`src/rtl/booth_alu_if.sv`:
```
// Request/response bundle between an issuing sequencer (master) and booth_alu_seq (slave).
interface booth_alu_if #(
   parameter int WIDTH = 8
);
   logic             start;
   logic [1:0]       op;
   logic [WIDTH-1:0] a;
   logic [WIDTH-1:0] b;
   logic             busy;
   logic             done;
   logic [WIDTH-1:0] result_lo;
   logic [WIDTH-1:0] result_hi;
   logic             zero_flag;
   logic             carry_flag;
   logic             ovf_flag;
   logic             dbz_flag;

   modport master (
      output start, op, a, b,
      input  busy, done, result_lo, result_hi, zero_flag, carry_flag, ovf_flag, dbz_flag
   );

   modport slave (
      input  start, op, a, b,
      output busy, done, result_lo, result_hi, zero_flag, carry_flag, ovf_flag, dbz_flag
   );
endinterface

```
`src/rtl/booth_alu_seq.sv`:
```
// Multi-cycle ALU: single-pass add/sub, iterative radix-2 signed Booth multiply and
// unsigned restoring divide, with a start/busy/done handshake and registered results.
module booth_alu_seq #(
   parameter int WIDTH = 8
) (
   input logic        clk,
   input logic        rst_n,
   booth_alu_if.slave bus
);
   localparam int CNT_W = $clog2(WIDTH + 1);
   localparam logic [1:0] OP_ADD = 2'b00;
   localparam logic [1:0] OP_SUB = 2'b01;
   localparam logic [1:0] OP_MUL = 2'b10;
   localparam logic [1:0] OP_DIV = 2'b11;

   typedef enum logic [1:0] {IDLE, RUN, FIN} state_t;
   state_t state, state_nxt;

   logic [1:0]              op_r;
   logic [WIDTH-1:0]        a_r, b_r;
   logic signed [WIDTH:0]   acc, acc_nxt;
   logic [WIDTH-1:0]        q_r, q_nxt;
   logic                    qm1, qm1_nxt;
   logic [CNT_W-1:0]        cnt, cnt_nxt;
   logic                    accept;
   logic [WIDTH:0]          sum_ext, dif_ext;
   logic [WIDTH-1:0]        res_lo, res_hi;
   logic                    res_c, res_v, res_d;

   function automatic logic ovf_add(input logic sa, input logic sb, input logic sr);
      return (sa == sb) && (sr != sa);
   endfunction

   function automatic logic ovf_sub(input logic sa, input logic sb, input logic sr);
      return (sa != sb) && (sr != sa);
   endfunction

   // Accumulator is one bit wider than the operands so that subtracting the most
   // negative multiplicand cannot overflow; returns the shifted {A, Q, Q-1}.
   function automatic logic [2*WIDTH+1:0] booth_step(input logic signed [WIDTH:0] acc_i,
                                                     input logic signed [WIDTH:0] m_i,
                                                     input logic [WIDTH-1:0]      q_i,
                                                     input logic                  qm1_i);
      logic signed [WIDTH:0] s;
      case ({q_i[0], qm1_i})
         2'b01:   s = acc_i + m_i;
         2'b10:   s = acc_i - m_i;
         default: s = acc_i;
      endcase
      return {s[WIDTH], s, q_i};
   endfunction

   function automatic logic [2*WIDTH:0] div_step(input logic [WIDTH:0]   r_i,
                                                 input logic [WIDTH-1:0] q_i,
                                                 input logic [WIDTH-1:0] d_i);
      logic [WIDTH:0] r_sh, t;
      r_sh = {r_i[WIDTH-1:0], q_i[WIDTH-1]};
      t    = r_sh - {1'b0, d_i};
      if (!t[WIDTH]) return {t, q_i[WIDTH-2:0], 1'b1};
      else           return {r_sh, q_i[WIDTH-2:0], 1'b0};
   endfunction

   assign accept = (state == IDLE) && bus.start;

   always_comb begin
      state_nxt = state;
      acc_nxt   = acc;
      q_nxt     = q_r;
      qm1_nxt   = qm1;
      cnt_nxt   = cnt;
      case (state)
         IDLE: begin
            if (accept) begin
               if (bus.op == OP_MUL || (bus.op == OP_DIV && bus.b != '0)) begin
                  state_nxt = RUN;
                  cnt_nxt   = CNT_W'(WIDTH);
                  acc_nxt   = '0;
                  qm1_nxt   = 1'b0;
                  q_nxt     = (bus.op == OP_MUL) ? bus.b : bus.a;
               end else begin
                  state_nxt = FIN;
               end
            end
         end
         RUN: begin
            if (op_r == OP_MUL)
               {acc_nxt, q_nxt, qm1_nxt} = booth_step(acc, $signed({a_r[WIDTH-1], a_r}), q_r, qm1);
            else
               {acc_nxt, q_nxt} = div_step(acc, q_r, b_r);
            cnt_nxt = cnt - 1'b1;
            if (cnt == CNT_W'(1)) state_nxt = FIN;
         end
         FIN:     state_nxt = IDLE;
         default: state_nxt = IDLE;
      endcase
   end

   // Result selection, consumed only on the FIN edge.
   always_comb begin
      res_lo  = '0;
      res_hi  = '0;
      res_c   = 1'b0;
      res_v   = 1'b0;
      res_d   = 1'b0;
      sum_ext = {1'b0, a_r} + {1'b0, b_r};
      dif_ext = {1'b0, a_r} - {1'b0, b_r};
      case (op_r)
         OP_ADD: begin
            res_lo = sum_ext[WIDTH-1:0];
            res_c  = sum_ext[WIDTH];
            res_v  = ovf_add(a_r[WIDTH-1], b_r[WIDTH-1], sum_ext[WIDTH-1]);
         end
         OP_SUB: begin
            res_lo = dif_ext[WIDTH-1:0];
            res_c  = dif_ext[WIDTH];
            res_v  = ovf_sub(a_r[WIDTH-1], b_r[WIDTH-1], dif_ext[WIDTH-1]);
         end
         OP_MUL: begin
            res_lo = q_r;
            res_hi = acc[WIDTH-1:0];
         end
         default: begin
            if (b_r == '0) begin
               res_lo = '1;
               res_hi = a_r;
               res_d  = 1'b1;
            end else begin
               res_lo = q_r;
               res_hi = acc[WIDTH-1:0];
            end
         end
      endcase
   end

   always_ff @(posedge clk or negedge rst_n) begin
      if (!rst_n) begin
         state <= IDLE;
         acc   <= '0;
         q_r   <= '0;
         qm1   <= 1'b0;
         cnt   <= '0;
      end else begin
         state <= state_nxt;
         acc   <= acc_nxt;
         q_r   <= q_nxt;
         qm1   <= qm1_nxt;
         cnt   <= cnt_nxt;
      end
   end

   always_ff @(posedge clk or negedge rst_n) begin
      if (!rst_n) begin
         op_r           <= '0;
         a_r            <= '0;
         b_r            <= '0;
         bus.busy       <= 1'b0;
         bus.done       <= 1'b0;
         bus.result_lo  <= '0;
         bus.result_hi  <= '0;
         bus.zero_flag  <= 1'b0;
         bus.carry_flag <= 1'b0;
         bus.ovf_flag   <= 1'b0;
         bus.dbz_flag   <= 1'b0;
      end else begin
         if (accept) begin
            op_r <= bus.op;
            a_r  <= bus.a;
            b_r  <= bus.b;
         end
         if (accept)             bus.busy <= 1'b1;
         else if (state == FIN)  bus.busy <= 1'b0;
         bus.done <= (state == FIN);
         if (state == FIN) begin
            bus.result_lo  <= res_lo;
            bus.result_hi  <= res_hi;
            bus.zero_flag  <= (res_lo == '0) && (res_hi == '0);
            bus.carry_flag <= res_c;
            bus.ovf_flag   <= res_v;
            bus.dbz_flag   <= res_d;
         end
      end
   end
endmodule

```
`src/flat_wrapper.sv`:
```
// flat-port wrapper written by rule: the top's interface ports become plain ports
module booth_alu_seq_flat 
#(
   parameter int WIDTH = 8
)
  (clk, rst_n, bus_start, bus_op, bus_a, bus_b, bus_busy, bus_done, bus_result_lo, bus_result_hi, bus_zero_flag, bus_carry_flag, bus_ovf_flag, bus_dbz_flag);
  booth_alu_if #(.WIDTH(WIDTH)) bus_i ();
  input logic clk;
  input logic rst_n;
  input wire logic [$bits(bus_i.start)-1:0] bus_start;
  input wire logic [$bits(bus_i.op)-1:0] bus_op;
  input wire logic [$bits(bus_i.a)-1:0] bus_a;
  input wire logic [$bits(bus_i.b)-1:0] bus_b;
  output wire logic [$bits(bus_i.busy)-1:0] bus_busy;
  output wire logic [$bits(bus_i.done)-1:0] bus_done;
  output wire logic [$bits(bus_i.result_lo)-1:0] bus_result_lo;
  output wire logic [$bits(bus_i.result_hi)-1:0] bus_result_hi;
  output wire logic [$bits(bus_i.zero_flag)-1:0] bus_zero_flag;
  output wire logic [$bits(bus_i.carry_flag)-1:0] bus_carry_flag;
  output wire logic [$bits(bus_i.ovf_flag)-1:0] bus_ovf_flag;
  output wire logic [$bits(bus_i.dbz_flag)-1:0] bus_dbz_flag;
  assign bus_i.start = bus_start;
  assign bus_i.op = bus_op;
  assign bus_i.a = bus_a;
  assign bus_i.b = bus_b;
  assign bus_busy = bus_i.busy;
  assign bus_done = bus_i.done;
  assign bus_result_lo = bus_i.result_lo;
  assign bus_result_hi = bus_i.result_hi;
  assign bus_zero_flag = bus_i.zero_flag;
  assign bus_carry_flag = bus_i.carry_flag;
  assign bus_ovf_flag = bus_i.ovf_flag;
  assign bus_dbz_flag = bus_i.dbz_flag;
  booth_alu_seq #(.WIDTH(WIDTH)) u_core (.clk(clk), .rst_n(rst_n), .bus(bus_i));
endmodule
```
`config.mk`:
```
export PLATFORM = sky130hd
export DESIGN_NAME = booth_alu_seq_flat
export DESIGN_NICKNAME = d
export VERILOG_FILES = /design/src/rtl/booth_alu_if.sv /design/src/rtl/booth_alu_seq.sv /design/src/flat_wrapper.sv
export SDC_FILE = /design/constraint.sdc
export NUM_CORES = 1
export LEC_CHECK = 0
export CORE_MARGIN = 10
export CORE_UTILIZATION = 53
export CTS_BUF_LIST = sky130_fd_sc_hd__clkbuf_16
export CTS_CLUSTER_DIAMETER = 200
export DETAILED_ROUTE_END_ITERATION = 8
export PLACE_DENSITY = 0.74
export SLEW_MARGIN = 20
export SYNTH_ARGS = -nofsm -noshare
export SYNTH_HDL_FRONTEND = slang
export SYNTH_SLANG_ARGS = --single-unit
```
`constraint.sdc`:
```
create_clock -name clk -period 4 [get_ports clk]
set_clock_uncertainty 0.2 [all_clocks]
set_input_delay 0.8 -clock clk [delete_from_list [all_inputs] [get_ports clk]]
set_output_delay 0.8 -clock clk [all_outputs]
set_load 0.02 [all_outputs]
```
# Word-level counts from Yosys, hierarchy flattened
# Cells that the tools add are included.
# totals
reg_bits	64
in_bits	21
word_cells	90
# classes
add_sub_neg	6
n_eq_ne	17
n_mux	32
reduce_logical	19
# op_table
op	n
2-to-1 mux 8 bit	6
one-hot mux 9 bit (2 select lines)	2
one-hot mux 8 bit (2 select lines)	2
2-to-1 mux 9 bit	3
zero test 8 bit	3
one-hot mux 8 bit (3 select lines)	1
subtractor 9 x 8 -> 9 bit	2
2-to-1 mux 17 bit	1
equality test 2 bit, second input constant	5
adder 8 x 8 -> 9 bit	1
adder 9 x 8 -> 9 bit	1
subtractor 8 x 8 -> 9 bit	1
2-to-1 mux 4 bit	2
one-hot mux 4 bit (2 select lines)	1
nonzero test 8 bit	1
2-to-1 mux 1 bit	7
equality test 2 x 1 -> 1 bit, second input constant	3
2-to-1 mux 2 bit	3
!= test 2 x 1 -> 1 bit, second input constant	3
one-hot mux 1 bit (2 select lines)	3
logical AND 1 bit	5
equality test 4 x 1 -> 1 bit, second input constant	1
zero test 2 bit	2
one-hot mux 2 bit (2 select lines)	1
other kinds (11)	14

# Longest topological paths before layout
# Gate-level depths: netlist (run 1).
# depth
depth_word	6
depth_mapped	17
mapped_depth_nobuf	16

# Worst setup path before layout (run 1)
# No wires, ideal clock.
# synth_timing
path_kind	reg-to-reg
start	reg u_core.q_r[7]
end	reg u_core.acc[1]
setup_time_ns	0.135
arrival_ns	2.983
t_required_ns	3.665
slack_ns	0.682
stages_incl_launch_ff	18
path_buffers	1
path_cell_list	dfrtp_1 -> inv_1 -> ha_1 -> inv_1 -> fa_1 -> a21o_1 -> a21oi_1 -> o21bai_1 -> a21oi_1 -> nor2b_1 -> o21ai_0 -> nand2b_1 -> ha_1 -> clkbuf_1 -> mux2i_1 -> nor2_1 -> a21oi_1 -> o21ai_0
# synth_between
elab_chain_len	4
# synth_rtl
item	line	source
from (decl)	booth_alu_seq.sv:22	logic [WIDTH-1:0] q_r, q_nxt;
from (signal assigned)	booth_alu_seq.sv:145	q_r <= q_nxt;
subtractor 9 x 8 -> 9 bit	booth_alu_seq.sv:58	t = r_sh - {1'b0, d_i};
2-to-1 mux 17 bit	booth_alu_seq.sv:59	if (!t[WIDTH]) return {t, q_i[WIDTH-2:0], 1'b1};
2-to-1 mux 9 bit	booth_alu_seq.sv:86	if (op_r == OP_MUL)
one-hot mux 9 bit (2 select lines)	booth_alu_seq.sv:71	case (state)
to (signal assigned)	booth_alu_seq.sv:144	acc <= acc_nxt;
to (decl)	booth_alu_seq.sv:21	logic signed [WIDTH:0] acc, acc_nxt;
# No other way between the ends.
# A chain may end at the register's enable or synchronous reset.

# Worst setup path in the final report (run 1)
# layout_timing
start	reg u_core.q_r[7]
end	reg u_core.acc[5]
# Same word-level chain as after synthesis.

==> flow_summary.yaml, run 1 <==
synth:
  synth.most_common_cell: "o21ai_0"
  synth_top_area_frac: 0.335
  synth_cell_types: 57
  syn_avg_cell_area_sq_um: 8.69
  yosys_warnings: 0
  syn_nets: 612
  synth_cells: 550
  ys_seq_area_frac: 0.335
  postSynth.asyncResetShare: 1.00
  synth_top_area_cell: "dfrtp_1"
  synth_flop_cell: "dfrtp_1"
  synth-edff-count: 0
  synth_common_cells: "o21ai_0 (65), dfrtp_1 (64), nand2_1 (56), ha_1 (37), a21oi_1 (36)"
  syn_area_sq_um: 4780
  synth-seq-cells: 64
  synth_area_leaders: "dfrtp_1 (34%), ha_1 (9.7%), o21ai_0 (6.8%)"
detailed_routing:
  wl_per_cell_um: 18.6
  via_count: 4146
  drt-total-wl_mm: 13.0
  first_iter_violations: 267
  via_per_inst: 5.94
  ant_nets: 0
  drt-pass1-iter-count: 5
  drc_errors: 0
clocking:
  cts_buffers: 9
  root_buffer: "clkbuf_16"
  postCtsHoldBufs: 0
  cts_sinks: 64
  h-tree-depth: 3
  cts_tree: "built"
  clk-insertion-delay-late_ns: 0.33
  ctsLongestPathBuffers: 2
  clkTransAtPathRegs_ns: 0.06
place:
  io_buffers: 42
  dpl_cell_area_sq_um: 5270
  place.gp.congestion: 0.964
  dp_hpwl_mm: 9.65
  place_ws_ns: 0.354
finish:
  regArea_sq_um: 1600
  multiInputGateArea_sq_um: 2930
  drive_above_1_share: 0.0746
  n_antenna_cell: 0
  n_fill_cell: 757
  fin_nets: 647
  finalInstanceArea_sq_um: 5590
  syn_to_final_growth_pct: 17.0
sta:
  finalSetupViolCount: 0
  tightestPinTransition_ns: 1.08
  slew_viol_final: 0
  period_share: 0.893
  worst_slack_ns: 0.426
  slew_headroom: 0.281
  rsz0062_at_grt: "no"
  fin_tns_setup_ns: 0
  final.min_clock_period_ns: 3.57
  max_freq_mhz: 280
  hold_viol_final: 0
setup_path:
  max_stage_delay_ns: 0.51
  cpMaxStageDelayCell: "ha_2"
  critPathLaunchType: "flip-flop"
  worst_ep_required_time_ns: 3.99
  crit_fanout: 14
  worst-setup-path-type: "flip-flop to flip-flop"
  critPathMostFrequentCell: "o21ai_0"
  arrival_ns: 3.56
  crit_chain: "inv_1 > ha_1 > inv_1 > fa_1 > a21o_1 > a21oi_1 > o21bai_1 > a21oi_1 > nor2b_1 > o21ai_0 > nand2b_1 > ha_2 > mux2_2 > o21ai_0 > o21ai_0"
  critical_path.endpoint_type: "flip-flop"
floorplanning:
  rows: 34
  start_util: 0.545
  die_w_um: 115
  pin_count: 43
  die_y_um: 115
  die_area_sq_um: 13200
  core_sq_um: 8760
grt:
  grt_overflow: 0
  antenna_found_initial: 0
  grt_max_degree: 46
  grt_pass1_wl_mm: 21.5
  grt_util_all_layers: 0.201
  first_global_vias: 4159
worst_hold_path:
  hold_path.class: "flip-flop to flip-flop"
status:
  status: "finished clean"
run:
  cap_viol_max_count: 0
## critical path: cells and delay by family (launching register included)
kind                       cells  cell delay [ns]
buffers and inverters          2             0.15
adders and majority gates      3             1.08
DFF                            1             0.43
AOI/OAI and AO/OA              7             1.05
muxes                          1             0.37
and+or+nand+nor                2             0.16
## routing by layer
layer | GRT usage | vias up | routed length [um]
li1 | - | 2027 | -
met1 | 0.263 | 1937 | 5740
met2 | 0.304 | 153 | 5780
met3 | 0.0505 | 29 | 981
met4 | 0.0924 | 0 | 464
met5 | 0 | - | 0
## what timing repair did
| item | CTS | global route |
|---|---|---|
| setup endpoints to repair | 0 | 1 |
| resized for setup | 0 | 1 |
| setup buffers | 0 | 0 |
## cell families after synthesis
group / after synthesis / share of synthesized area
simple gates: 162 / 0.164
compound gates: 161 / 0.208
flops: 64 / 0.335
buf+inv: 59 / 0.0516
fa+ha+maj: 41 / 0.114
mux: 36 / 0.0783
xor+xnor: 27 / 0.0495
## worst paths after layout
check                      slack (ns)                start  depth (start not counted)                 endpoint
max reg2reg                      0.43        u_core.q_r[7]                         15            u_core.acc[5]
min reg2reg                      0.27  u_core.bus.dbz_flag                          2      u_core.bus.dbz_flag
min                              0.27  u_core.bus.dbz_flag                          2      u_core.bus.dbz_flag
min in group asynchronous        0.29                rst_n                          1  u_core.bus.result_hi[1]
max                              0.43        u_core.q_r[7]                         15            u_core.acc[5]
max in group asynchronous        2.62                rst_n                          2            u_core.q_r[2]
## layout by cell type (no fill, tap or decap), types with 3 or more instances in the layout
cell type	n
fa_1	4
nand3_1	10
inv_1	32
nand2_1	56
nor2b_1	11
clkbuf_16	9
xor2_1	5
dfrtp_1	64
mux2_2	11
o21bai_1	5
o211ai_1	8
o21a_1	3
or2_2	3
a21o_1	3
clkdlybuf4s50_1	41
mux2i_1	25
a21oi_1	36
buf_4	11
ha_1	36
and2_1	4
a22o_1	4
o22ai_1	7
xnor2_1	22
a211oi_1	7
o31ai_1	5
nor3_1	12
nor2_1	35
nor4_1	3
nand2b_1	11
o21ai_0	65
## sequential cells by signal (all words and copies together), names as in the netlist
| register | count |
|---|---|
| u_core.cnt | 4 |
| u_core.bus.carry_flag | 1 |
| u_core.bus.ovf_flag | 1 |
| u_core.qm1 | 1 |
| u_core.a_r | 8 |
| u_core.b_r | 8 |
| u_core.bus.busy | 1 |
| u_core.bus.zero_flag | 1 |
| u_core.bus.done | 1 |
| u_core.bus.result_hi | 8 |
| u_core.bus.result_lo | 8 |
| u_core.op_r | 2 |
| u_core.q_r | 8 |
| u_core.state | 2 |
| u_core.bus.dbz_flag | 1 |
| u_core.acc | 9 |
## through the flow
| step | instances | hold WS (ns) | utilization |
|---|---|---|---|
| floorplan | 550 | 0.254 | - |
| global placement | 682 | 0.261 | 0.602 |
| detailed placement | 682 | 0.265 | 0.602 |
| CTS | 698 | 0.277 | 0.637 |
| global route | 698 | 0.311 | 0.638 |
| finish | 698 | 0.272 | 0.638 |
## final cells by class
cell class | instances | area share
clock inverters | 7 | 0.0157
inverters | 31 | 0.0208
flip-flops and latches | 64 | 0.286
multi-input cells | 427 | 0.525
clock buffers | 9 | 0.0403
repair buffers | 52 | 0.0882
well taps | 108 | 0.0242
Power of run 1 is not shown: default switching activity piles up to over one toggle a cycle in this logic, so the estimate is an artifact.
==> run 2: changes to the inputs <==
Settings changed: RECOVER_POWER set to 50.
==> run 2 against run 1 <==
Against the previous run:
- the flow now finishes with violations (capacitance limit, slew limit)
- critical path depth did not move
- highest routed layer unchanged
- via count rose by 0.84%
- final cell count did not move
- hold slack barely moved
- cell area fell by 0.18%
- non-clock buffer count did not move
==> flow_summary.yaml, run 2 (synthesis gave the netlist of run 1 again) <==
detailed_routing:
  drt-total-wl_mm: 12.9
  drc_errors: 0
  via_per_inst: 5.99
  via_count: 4181
  first_iter_violations: 275
  wl_per_cell_um: 18.5
  drt-pass1-iter-count: 5
  ant_nets: 0
grt:
  first_global_vias: 4159
  grt_util_all_layers: 0.201
  grt_max_degree: 46
  grt_pass1_wl_mm: 21.5
  antenna_found_initial: 0
  grt_overflow: 0
setup_path:
  crit_chain: "inv_1 > ha_1 > inv_1 > fa_1 > a21o_1 > a21oi_1 > o21bai_1 > a21oi_1 > nor2b_1 > o21ai_0 > nand2b_1 > ha_2 > mux2_2 > o21ai_0 > o21ai_0"
  critPathLaunchType: "flip-flop"
  critical_path.endpoint_type: "flip-flop"
  path_buf_inv: 2
  r2r-end: "u_core.acc[5]"
  crit_start: "u_core.q_r[7]"
  arrival_ns: 3.57
  critPathMostFrequentCell: "o21ai_0"
  max_stage_delay_ns: 0.51
  worst_ep_required_time_ns: 3.99
  reg2reg_depth: 15
  path_depth: 15
  path_delay_family: "adder cells"
  reg2reg_slack_ns: 0.42
  r2r-start: "u_core.q_r[7]"
  crit_end: "u_core.acc[5]"
  cpMaxStageDelayCell: "ha_2"
  crit_fanout: 14
  worst-setup-path-type: "flip-flop to flip-flop"
place:
  io_buffers: 42
  dp_hpwl_mm: 9.65
  place.gp.congestion: 0.964
clocking:
  clkTransAtPathRegs_ns: 0.06
  cts_buffers: 9
  root_buffer: "clkbuf_16"
  h-tree-depth: 3
  post-cts-setup-buffers: 0
  ctsLongestPathBuffers: 2
  clk-insertion-delay-late_ns: 0.33
  cts_sinks: 64
  cts_tree: "built"
  postCtsHoldBufs: 0
finish:
  largest_register_ffs: 9
  n_antenna_cell: 0
  regArea_sq_um: 1600
  drive_above_1_share: 0.0712
  n_fill_cell: 760
  syn_to_final_growth_pct: 16.8
  fin_nets: 647
  layout_common_cells: "o21ai_0 (65), dfrtp_1 (64), nand2_1 (56)"
  final_common_cell: "o21ai_0"
  multiInputGateArea_sq_um: 2930
  largest_register: "u_core.acc"
floorplanning:
  start_util: 0.545
  die_y_um: 115
  rows: 34
  die_area_sq_um: 13200
  die_w_um: 115
  core_sq_um: 8760
  pin_count: 43
sta:
  rsz0062_at_grt: "no"
  final.min_clock_period_ns: 3.58
  hold_viol_final: 0
  finalSetupViolCount: 0
  whs_ns: 0.272
  slew_headroom: -0.705
  max_freq_mhz: 279
  fin_tns_setup_ns: 0
  tightestPinTransition_ns: 2.56
  period_share: 0.896
  slew_viol_final: 46
status:
  status: "finished with violations"
  violations: "capacitance limit, slew limit"
worst_hold_path:
  hold_path.class: "flip-flop to flip-flop"
run:
  cap_viol_max_count: 1
run 2: changes by cell type in the layout (fill, tap and decap cells not counted):
cell             before  now
clkbuf_1              0    2
dlygate4sd3_1         0    1
clkbuf_2              0    1
buf_4                11    8
clkdlybuf4s50_1      41   40
run 2: worst reg2reg max path, stage by stage, from the launching register on:
cell      delay (ns)
dfrtp_1         0.44
inv_1           0.09
ha_1            0.17
inv_1           0.06
fa_1            0.39
a21o_1          0.17
a21oi_1         0.21
o21bai_1        0.09
a21oi_1         0.21
nor2b_1         0.07
o21ai_0         0.15
nand2b_1        0.09
ha_2            0.51
mux2_2          0.37
o21ai_0         0.14
o21ai_0         0.09
run 2: worst min-delay path by stage:
stage                              startpoint                  end  slack, ns  depth (start not counted)
after floorplan               u_core.state[1]      u_core.state[1]       0.25                          1
after global routing          u_core.bus.busy      u_core.bus.busy       0.31                          1
after detailed placement      u_core.bus.busy      u_core.bus.busy       0.26                          1
final                     u_core.bus.dbz_flag  u_core.bus.dbz_flag       0.27                          2
after CTS                     u_core.bus.busy      u_core.bus.busy       0.28                          1
after global placement        u_core.bus.busy      u_core.bus.busy       0.26                          1
run 2: layer usage:
metal,vias up,GRT usage,routed length (um)
li1,2025,-,-
met1,1970,0.263,5630
met2,159,0.304,5800
met3,27,0.0505,1070
met4,0,0.0924,421
met5,-,0,0
run 2: stage by stage:
step,utilization,instance area [sq um],std cells,setup slack (ns)
after global placement,0.602,5270,682,0.479
after floorplan,-,4780,550,0.682
after detailed placement,0.602,5270,682,0.354
after CTS,0.637,5590,698,0.339
after global routing,0.637,5580,698,0.0868
final,0.637,5580,698,0.417
run 2: final cells by class:
| cell class | instances | share of cell area |
|---|---|---|
| Inverter | 31 | 0.0208 |
| Timing Repair Buffer | 52 | 0.0865 |
| Clock inverter | 7 | 0.0157 |
| Sequential cell | 64 | 0.287 |
| Clock buffer | 9 | 0.0403 |
| Multi-Input combinational cell | 427 | 0.525 |
| Tap cell | 108 | 0.0242 |
run 2: what timing repair did:
action / in CTS / in global routing
setup endpoints to repair: 0 / 1
hold endpoints to repair: 0 / 0
gates resized for setup: 0 / 1
Power of run 2 is left out for the same reason.
==> run 3: changes to the inputs <==
Settings changed: CORE_MARGIN 10 to 1.5.
==> run 3 against run 2 <==
Against the previous run:
- sequential share of layout area decreased by 0.15 points
- the flow still finishes with violations (capacitance limit, slew limit)
- critical endpoint unchanged
- first-iteration DRC count fell by 19%
- global-route usage grew 7.4 points
- register-to-register slack lost 0.06 ns
- via count up 0.43%
- core utilization increased by 0.64 points
- largest cell class unchanged
==> flow_summary.yaml, run 3 (synthesis gave the netlist of run 1 again) <==
status:
  violations: "capacitance limit, slew limit"
  status: "finished with violations"
grt:
  grt_overflow: 0
  grt_util_all_layers: 0.275
  grt_max_degree: 36
  antenna_found_initial: 0
  grt_pass1_wl_mm: 20.7
  first_global_vias: 4108
detailed_routing:
  wl_per_cell_um: 18.0
  first_iter_violations: 222
  via_per_inst: 6.01
  drt-total-wl_mm: 12.6
  drt-pass1-iter-count: 5
  ant_nets: 0
  drc_errors: 0
  via_count: 4199
clocking:
  h-tree-depth: 3
  ctsLongestPathBuffers: 2
  postCtsHoldBufs: 0
  clk-insertion-delay-late_ns: 0.34
  post_cts_resized: 0
  root_buffer: "clkbuf_16"
  cts_tree: "built"
  cts_buffers: 9
  post-cts-setup-buffers: 0
  cts_sinks: 64
  clkTransAtPathRegs_ns: 0.06
floorplanning:
  core_sq_um: 8720
  die_y_um: 98.0
  pin_count: 43
  rows: 34
  start_util: 0.548
  die_w_um: 98.0
  die_area_sq_um: 9590
finish:
  largest_register_ffs: 9
  largest_register: "u_core.acc"
  multiInputGateArea_sq_um: 2930
  drive_above_1_share: 0.0728
  syn_to_final_growth_pct: 17.4
  layout_common_cells: "o21ai_0 (65), dfrtp_1 (64), nand2_1 (56)"
  n_antenna_cell: 0
  regArea_sq_um: 1600
  fin_nets: 648
  final_common_cell: "o21ai_0"
  n_fill_cell: 756
setup_path:
  crit_fanout: 14
  critPathMostFrequentCell: "o21ai_0"
  path_depth: 15
  critical_path.endpoint_type: "flip-flop"
  reg2reg_depth: 15
  cpMaxStageDelayCell: "ha_2"
  worst_ep_required_time_ns: 3.99
  path_buf_inv: 2
  crit_chain: "inv_1 > ha_1 > inv_1 > fa_1 > a21o_1 > a21oi_1 > o21bai_1 > a21oi_1 > nor2b_1 > o21ai_0 > nand2b_1 > ha_2 > mux2_2 > o21ai_0 > o21ai_0"
  worst-setup-path-type: "flip-flop to flip-flop"
  max_stage_delay_ns: 0.51
  crit_start: "u_core.q_r[7]"
  critPathLaunchType: "flip-flop"
  arrival_ns: 3.63
  path_delay_family: "compound AO/OA/AOI/OAI gates"
  r2r-start: "u_core.q_r[7]"
place:
  place_ws_ns: 0.304
  place.gp.congestion: 0.938
  dp_hpwl_mm: 9.45
  io_buffers: 42
run:
  cap_viol_max_count: 1
sta:
  slew_headroom: -0.250
  hold_viol_final: 0
  final.min_clock_period_ns: 3.64
  tightestPinTransition_ns: 1.88
  finalSetupViolCount: 0
  period_share: 0.911
  slew_viol_final: 36
  max_freq_mhz: 274
  fin_tns_setup_ns: 0
  rsz0062_at_grt: "no"
  worst_slack_ns: 0.357
worst_hold_path:
  hold_path.class: "flip-flop to flip-flop"
  min_delay_path_depth: 2
  worstHoldStart: "u_core.bus.result_hi[5]"
==> run 3: final timing paths <==
path	slack, ns	endpoint
worst max-delay path	0.36	u_core.acc[5]
worst min-delay path	0.27	u_core.bus.result_hi[5]
worst max register to register	0.36	u_core.acc[5]
worst min register to register	0.27	u_core.bus.result_hi[5]
max in group asynchronous	1.21	u_core.q_r[5]
min in group asynchronous	0.77	u_core.bus.result_hi[4]
==> run 3: final cells by class <==
class,count,share of cell area
sequential,64,0.285
inverter,31,0.0207
clock inverter,7,0.0201
timing repair buffer,53,0.0868
multi-input combinational,427,0.523
tap,108,0.0241
clock buffer,9,0.0401
==> run 3: through the flow <==
step                      cell area (sq um)  utilization  cells  hold slack [ns]
after floorplan                        4780            -    550            0.254
after global placement                 5280        0.606    683            0.261
after detailed placement               5280        0.606    683            0.270
after CTS                              5620        0.644    699            0.283
after global routing                   5610        0.643    699            0.316
final                                  5610        0.643    699            0.274
==> run 3: worst register-to-register path, cell delays in order, from the launching register on <==
cell and delay, ns:
dfrtp_1 0.43, inv_1 0.08, ha_1 0.16, inv_1 0.05, fa_1 0.40, a21o_1 0.18, a21oi_1 0.23, o21bai_1 0.09
a21oi_1 0.24, nor2b_1 0.07, o21ai_0 0.17, nand2b_1 0.09, ha_2 0.51, mux2_2 0.37, o21ai_0 0.14, o21ai_0 0.09
==> run 3: metal layers <==
layer | wire, um | track usage
met3 | 783 | 0.0444
met1 | 5670 | 0.381
met5 | 0 | 0
met2 | 5670 | 0.427
met4 | 435 | 0.116
Power of run 3 is left out for the same reason.
==> RTL edit: new RTL, config.mk and constraints of run 1 <==
Reset style: synchronous (`rst_n`), changed in 2 clocked blocks.
--- a/src/rtl/booth_alu_seq.sv
+++ b/src/rtl/booth_alu_seq.sv
@@ -133,5 +133,5 @@
    end
 
-   always_ff @(posedge clk or negedge rst_n) begin
+   always_ff @(posedge clk) begin
       if (!rst_n) begin
          state <= IDLE;
@@ -149,5 +149,5 @@
    end
 
-   always_ff @(posedge clk or negedge rst_n) begin
+   always_ff @(posedge clk) begin
       if (!rst_n) begin
          op_r           <= '0;
Check against the original RTL: differs if rst_n is asserted again (counterexample within 4 cycles, from zero or initial values and one cycle with rst_n low); with rst_n held inactive, the same outputs for 10 cycles.
==> RTL edit against run 1 <==
- die area shrank 3.7%
- sequential cell count unchanged
- design area fell by 3.2%
- largest cell class unchanged
- area after synthesis down 4.5%
- non-clock buffer count is the same
- hold slack worse by 13 ps
- wire length up 5.4%
- worst setup slack worse by 84 ps
==> RTL edit: results (changes against run 1) <==
[placed_design]
pre_cts_ws_ps=346  ; -8.09 ps
placed_cells=719  ; +5.4%
hpwl_mm=10.0  ; +3.8%
place_congestion=0.940  ; -2.5%

[logic_synthesis]
synth_cell_types=58  ; +1.8%
synth.top_cells.by_area=dfxtp_1, ha_1, a21oi_1, nor2_1, nand2_1
synth-main-ff-cell=dfxtp_1
synthesis.nets=658  ; +7.5%
async_flop_share_pct=0  ; -100 points
ys_seq_area_share_pct=28.1  ; -5.4 points
synth_common_cells=nor2_1, dfxtp_1, nand2_1

[hold_path]
min_to=u_core.bus.dbz_flag$_SDFFE_PN0P_
worstHoldStart=u_core.bus.dbz_flag$_SDFFE_PN0P_

[route]
drt_iter0_drc=642  ; +140%
num_vias=4542  ; +9.6%
routed_wl_mm=13.7  ; +5.4%

[setup_path]
critPathArrivalTime_ps=3720  ; +160 ps
reg2reg_from=u_core.b_r[0]$_SDFFE_PN0P_
cpLargestDelayFamily=compound AO/OA/AOI/OAI gates
slowest_delay_ps=430  ; -80 ps
rr_endpoint=u_core.q_r[0]$_SDFFE_PN0P_
reg2reg_depth=17  ; +2

[run_status]
status=finished, final reports clean

[cells_and_area]
drive_above_1_share_pct=5.24  ; -2.2 points
layout.nets=688  ; +6.3%

[timing]
fin_crit_ps=3660  ; +84.2 ps
holdWs_ps=259  ; -12.6 ps

[grt]
grt_pass1_wl_mm=22.4  ; +4.2%
first_global_vias=4415  ; +6.2%

-- RTL edit: changes by cell type in the layout (fill, tap and decap cells not counted), moves of 10 or more --
cell      delta
mux2i_1     -10
o21ai_0     -47
dfxtp_1     +64
dfrtp_1     -64
a21oi_1     +26
nor2_1      +36
a211oi_1    +15
-- RTL edit: kinds of logic after synthesis --
family	after synthesis	share of synthesized area (%)
xor gates and xnor gates	21	4.03
buffers and inverters	63	5.18
muxes	17	3.78
and+or+nand+nor	217	22.2
adders and majority gates	42	12.2
DFF	64	28.1
AOI/OAI and AO/OA	171	24.5
-- RTL edit: routing by layer --
metal	track usage, %	vias to the layer above	routed length (µm)
met5	0	-	0
met4	7.61	0	357
li1	-	2186	-
met2	32.0	218	6120
met1	28.3	2110	5980
met3	4.70	28	1200
-- RTL edit: timing repair --
action / in CTS / in global routing
setup buffers: 0 / 0
setup endpoints to repair: 0 / 3
resized for setup: 0 / 1
hold endpoints to repair: 0 / 0
-- RTL edit: area by class of cell --
class | instances | area [µm²]
timing repair buffer | 52 | 495
sequential | 64 | 1280
fill | 735 | 2890
multi-input combinational | 468 | 3050
clock inverter | 7 | 118
tap | 105 | 131
inverter | 30 | 113
clock buffer | 9 | 225
-- RTL edit: power groups by stage --
stage	combinational, µW	clock [µW]	sequential [µW]
6_report	687	915	742
5_1_grt	764	942	746
4_1_cts	678	918	738
3_5_place_dp	673	0	751
3_3_place_gp	655	0	749
2_1_floorplan	501	0	740
-- RTL edit: worst min-delay path: stages, from the launching register on --
cell	delay, ps
dfxtp_1	310
nand2_1	50
a21oi_1	50
